`config.mk`:
```
export PLATFORM = sky130hd
export DESIGN_NAME = updown_counter_core
export DESIGN_NICKNAME = d
export VERILOG_FILES = /design/src/rtl/counter_pkg.sv /design/src/rtl/counter_next.sv /design/src/rtl/updown_counter_core.sv
export SDC_FILE = /design/constraint.sdc
export NUM_CORES = 1
export LEC_CHECK = 0
export ABC_CLOCK_PERIOD_IN_PS = 2000
export CORE_MARGIN = 5
export CORE_UTILIZATION = 43
export DETAILED_ROUTE_END_ITERATION = 8
export HOLD_SLACK_MARGIN = 0.02
export MAX_ROUTING_LAYER = met4
export PLACE_DENSITY = 0.74
export SYNTH_ARGS = -nofsm -noshare
export SYNTH_HDL_FRONTEND = slang
export SYNTH_SLANG_ARGS = --single-unit
```
`constraint.sdc`:
```
create_clock -name clk -period 2 [get_ports clk]
set_input_delay 0.4 -clock clk [delete_from_list [all_inputs] [get_ports clk]]
set_output_delay 0.4 -clock clk [all_outputs]
set_load 0.03 [all_outputs]
```
`src/rtl/counter_pkg.sv`:
```
// Shared types for the bounded up/down counter: mode selector, default width
// and the per-cycle status bundle.
package counter_pkg;

  typedef enum logic {
    CNT_WRAP = 1'b0,
    CNT_SAT  = 1'b1
  } cnt_mode_e;

  localparam int DEF_WIDTH = 4;

  typedef struct packed {
    logic carry;
    logic borrow;
    logic load_err;
  } cnt_status_t;

endpackage

```
`src/rtl/counter_next.sv`:
```
// Combinational next-state for the bounded counter: picks load or step and
// flags bound crossings and rejected loads.
module counter_next
  import counter_pkg::*;
#(
  parameter int        WIDTH   = DEF_WIDTH,
  parameter int        MIN_VAL = 0,
  parameter int        MAX_VAL = 11,
  parameter cnt_mode_e MODE    = CNT_WRAP,
  parameter int        WCNT_W  = 8
) (
  input  logic [WIDTH-1:0] cur,
  input  logic             load,
  input  logic             up_down,
  input  logic [WIDTH-1:0] data_in,
  output logic [WIDTH-1:0] nxt,
  output cnt_status_t      status
);

  if (WCNT_W < 1) begin : g_bad_wcnt
    $error("counter_next: WCNT_W must be at least 1");
  end

  // One spare bit above WIDTH keeps MAX+1 exact, one more gives a sign for MIN-1.
  localparam logic signed [WIDTH+1:0] MIN_S = (WIDTH+2)'(MIN_VAL);
  localparam logic signed [WIDTH+1:0] MAX_S = (WIDTH+2)'(MAX_VAL);
  localparam logic signed [WIDTH+1:0] ONE_S = (WIDTH+2)'(1);
  localparam logic [WIDTH-1:0]        MIN_U = WIDTH'(MIN_VAL);
  localparam logic [WIDTH-1:0]        MAX_U = WIDTH'(MAX_VAL);

  logic signed [WIDTH+1:0] cur_s;
  logic signed [WIDTH+1:0] din_s;
  logic signed [WIDTH+1:0] inc_s;
  logic signed [WIDTH+1:0] dec_s;

  always_comb begin
    cur_s  = $signed({2'b00, cur});
    din_s  = $signed({2'b00, data_in});
    inc_s  = cur_s + ONE_S;
    dec_s  = cur_s - ONE_S;
    nxt    = cur;
    status = '0;
    if (load) begin
      if (din_s >= MIN_S && din_s <= MAX_S) begin
        nxt = data_in;
      end else begin
        status.load_err = 1'b1;
      end
    end else if (up_down) begin
      if (inc_s <= MAX_S) begin
        nxt = inc_s[WIDTH-1:0];
      end else begin
        status.carry = 1'b1;
        nxt          = (MODE == CNT_SAT) ? MAX_U : MIN_U;
      end
    end else begin
      if (dec_s >= MIN_S) begin
        nxt = dec_s[WIDTH-1:0];
      end else begin
        status.borrow = 1'b1;
        nxt           = (MODE == CNT_SAT) ? MIN_U : MAX_U;
      end
    end
  end

endmodule

```
`src/rtl/updown_counter_core.sv`:
```
// Loadable bounded up/down counter with wrap or saturate mode, registered
// status pulses and a saturating count of carry/borrow events.
module updown_counter_core
  import counter_pkg::*;
#(
  parameter int        WIDTH   = DEF_WIDTH,
  parameter int        MIN_VAL = 0,
  parameter int        MAX_VAL = 11,
  parameter cnt_mode_e MODE    = CNT_WRAP,
  parameter int        WCNT_W  = 8
) (
  input  logic              clk,
  input  logic              rstn,
  input  logic              load,
  input  logic              up_down,
  input  logic [WIDTH-1:0]  data_in,
  output logic [WIDTH-1:0]  data_out,
  output logic              carry,
  output logic              borrow,
  output logic              load_err,
  output logic [WCNT_W-1:0] wrap_cnt
);

  if (!(MIN_VAL >= 0 && MIN_VAL < MAX_VAL && MAX_VAL <= (2**WIDTH) - 1)) begin : g_bad_bounds
    $error("updown_counter_core: need 0 <= MIN_VAL < MAX_VAL <= 2**WIDTH-1");
  end

  localparam logic [WCNT_W-1:0] WCNT_MAX = '1;

  logic [WIDTH-1:0] nxt_val;
  cnt_status_t      nxt_status;

  counter_next #(
    .WIDTH   (WIDTH),
    .MIN_VAL (MIN_VAL),
    .MAX_VAL (MAX_VAL),
    .MODE    (MODE),
    .WCNT_W  (WCNT_W)
  ) u_next (
    .cur     (data_out),
    .load    (load),
    .up_down (up_down),
    .data_in (data_in),
    .nxt     (nxt_val),
    .status  (nxt_status)
  );

  // Single register stage: every output is a flop, one cycle after sampling.
  always_ff @(posedge clk or negedge rstn) begin
    if (!rstn) begin
      data_out <= WIDTH'(MIN_VAL);
      carry    <= 1'b0;
      borrow   <= 1'b0;
      load_err <= 1'b0;
      wrap_cnt <= '0;
    end else begin
      data_out <= nxt_val;
      carry    <= nxt_status.carry;
      borrow   <= nxt_status.borrow;
      load_err <= nxt_status.load_err;
      if ((nxt_status.carry || nxt_status.borrow) && wrap_cnt != WCNT_MAX) begin
        wrap_cnt <= wrap_cnt + 1'b1;
      end
    end
  end

endmodule
```
==> impl_metrics.ini <==
[status]
status = finished with violations
failed_checks = setup timing

[routing]
drtAntennaViolNets = 0
dr_total_vias = 826
wl_per_cell_um = 13.3
drc = 0
drt_iter0_drc = 16
drt-total-wl_um = 2050
vias_per_cell = 5.33
firstDrtPassIters = 4

[floorplan]
row_count = 16
pin_count = 23
core_sq_um = 1980
start_util_pct = 45.3
die_w_um = 55.7
die_h_um = 55.7
fp.dieArea_sq_um = 3100

[synthesis]
synthAdderAreaFrac_pct = 4.18
yosys_register_bits = 15
synth_top_area_cell = dfrtp_1
ys_types = 36
synth-seq-area-share_pct = 41.8
synth_top_area_share_pct = 41.8
syn_nets = 103
syn_avg_cell_area_sq_um = 9.76
synthMuxAreaShare_pct = 3.62
netlist_instances = 92
synth_compound_area_share_pct = 18.1
synth_top_family_by_area = simple AND/OR/NAND/NOR gates
netlist_top_cells_area = dfrtp_1 42%, ha_1 4.2%, o21ai_0 3.9%
yosys.area_share.xor_xnor_pct = 4.87
synthSimpleGateAreaFrac_pct = 22.8
yosys_warnings = 0
syn-cell-area_sq_um = 898

[setup_path]
startpoint_type = register
arrival_ps = 2180
endpoint_kind = register
r2r_start = data_out[0]$_DFFE_PN0N_
critical_path_peak_fanout = 4
required_ps = 2170
r2r_cells = 6
path_class = register to register
reg2reg_setup_slack_ps = -10
reg2reg_to = wrap_cnt[1]$_DFFE_PN0P_

[clocking]
cts_sinks = 15
cts_tree = done
cts_buffers = 3
cts_buffer_depth = 2
clkTransAtPathRegs_ps = 80
worstSkewPairLatency_ps = 280
h-tree-depth = 1
cts-root-buf = clkbuf_4
ctsHoldBuffers = 0

[pwr]
p_leak_uw = 0.000562
vdd_ir_drop_max_mv = 0.607
power.density_nw_per_um2 = 955
p_total_uw = 1240

[global_routing]
antenna_found_initial = 0
grt-ovfl-total = 0
grt_pass1_vias = 841
grt_pass1_wl_um = 3600
grt_max_degree = 16
groute.usage.overall_pct = 14.8

[worst_hold_path]
worstHoldEndpoint = wrap_cnt[5]$_DFFE_PN0P_
worst_hold_path_type = register to register
min_from = wrap_cnt[5]$_DFFE_PN0P_
holdPathStages = 1

[timing]
slew_headroom_pct = 55.0
grt_setup_unrepaired = true
period_share_pct = 101
setup_violations = 1
finClkSkew_ps = 0.890
slew_viol_final = 0
layout_setup_ws_ps = -13.7
finalHoldViolCount = 0
period_minus_slack_ps = 2010
timing.fmax_mhz = 497
tightest_slew_ps = 674

[cells_and_area]
n_antenna_cell = 0
final_cell_area_sq_um = 1300
fin_util_pct = 65.6
nets = 140
final_common_cell = clkdlybuf4s50_1
area_growth_pct = 44.7
final_cell_mix = 22 x clkdlybuf4s50_1, 13 x dfrtp_1, 12 x buf_4
drive_above_1_share_pct = 25.0

[place]
io_buffers = 22
place_congestion = 0.839
preCtsSetupSlack_ps = -52.7
post_dp_cell_area_sq_um = 1240
dp.final_hpwl_um = 1630

[flow_run]
max-cap-violations = 0
==> final cells by class <==
type	count	area, sq um
tap	27	33.8
clock buffer	4	26.3
multi-input combinational	68	518
timing repair buffer	35	322
fill	159	682
sequential	15	378
inverter	6	22.5
==> metrics by stage <==
step,TNS (ps),hold WS (ps),cells
2_1_floorplan,-388,104,92
3_3_place_gp,-19.7,503,149
3_5_place_dp,-66.6,516,149
4_1_cts,-33.2,530,153
5_1_grt,-281,557,155
6_report,-13.7,523,155
==> worst max-delay path: stages (launching register included) <==
cell	delay (ps)
dfrtp_2	410
inv_2	80
ha_4	140
or3b_4	380
or3_4	370
a31oi_4	200
mux2_4	320
==> cells by family after synthesis <==
kind of cell    count (synthesis)
simple gates                   34
compound gates                 23
flops                          15
buf+inv                         9
xor+xnor                        5
mux                             3
fa+ha+maj                       3
==> Yosys cell counts (all sizes together) <==
master and count:
dfrtp 15, nand2 7, o21ai 7, inv 6, a21oi 5, nor2 5, nand3 4, nand4 4
xnor2 4, ha 3, nand2b 3, a31oi 2, and3 2, clkbuf 2, mux2 2, nand3b 2
o211ai 2, or3 2, a211oi 1, a21boi 1, a22oi 1, and4bb 1, buf 1, mux2i 1
nand4b 1, o2111ai 1, o21ba 1, o221ai 1, o32a 1, or2 1, or2b 1, or3b 1
xor2 1
==> how the worst max path moves through the flow <==
stage                                 start                      end  slack, ps  depth (start not counted)
CTS                 data_out[1]$_DFFE_PN0N_  wrap_cnt[3]$_DFFE_PN0P_        -20                          8
global route        data_out[0]$_DFFE_PN0N_  wrap_cnt[1]$_DFFE_PN0P_        -70                          6
global placement                       load  wrap_cnt[1]$_DFFE_PN0P_        -20                          5
detailed placement                     load  wrap_cnt[1]$_DFFE_PN0P_        -50                          5
floorplan           data_out[0]$_DFFE_PN0N_  wrap_cnt[1]$_DFFE_PN0P_       -150                          6
finish              data_out[0]$_DFFE_PN0N_  wrap_cnt[1]$_DFFE_PN0P_        -10                          6
==> per-layer routing <==
metal | up-vias | part of all wire, % | global-route usage [%]
li1 | 406 | - | -
met5 | - | 0 | -
met1 | 398 | 45 | 18.0
met4 | 0 | 0.58 | 3.82
met2 | 20 | 48 | 23.6
met3 | 2 | 6.4 | 4.87
==> power by group <==
group          total (uW)  internal, uW  switching, uW
registers             439           366           73.1
clock network         166          77.4           89.0
logic                 637           301            336
==> what timing repair did <==
| item | 4_1_cts | 5_1_grt |
|---|---|---|
| pin swaps | 0 | 3 |
| gates resized for setup | 1 | 4 |
| buffers inserted | 0 | 2 |
| cloned | 0 | 0 |
| hold endpoints to repair | 0 | 0 |
| endpoints found under the setup margin | 2 | 8 |
==> sequential cells by signal, summed over array words and instances (netlist names) <==
name / count
borrow: 1
carry: 1
data_out: 4
load_err: 1
wrap_cnt: 8
(Power assumes the default switching activity.)
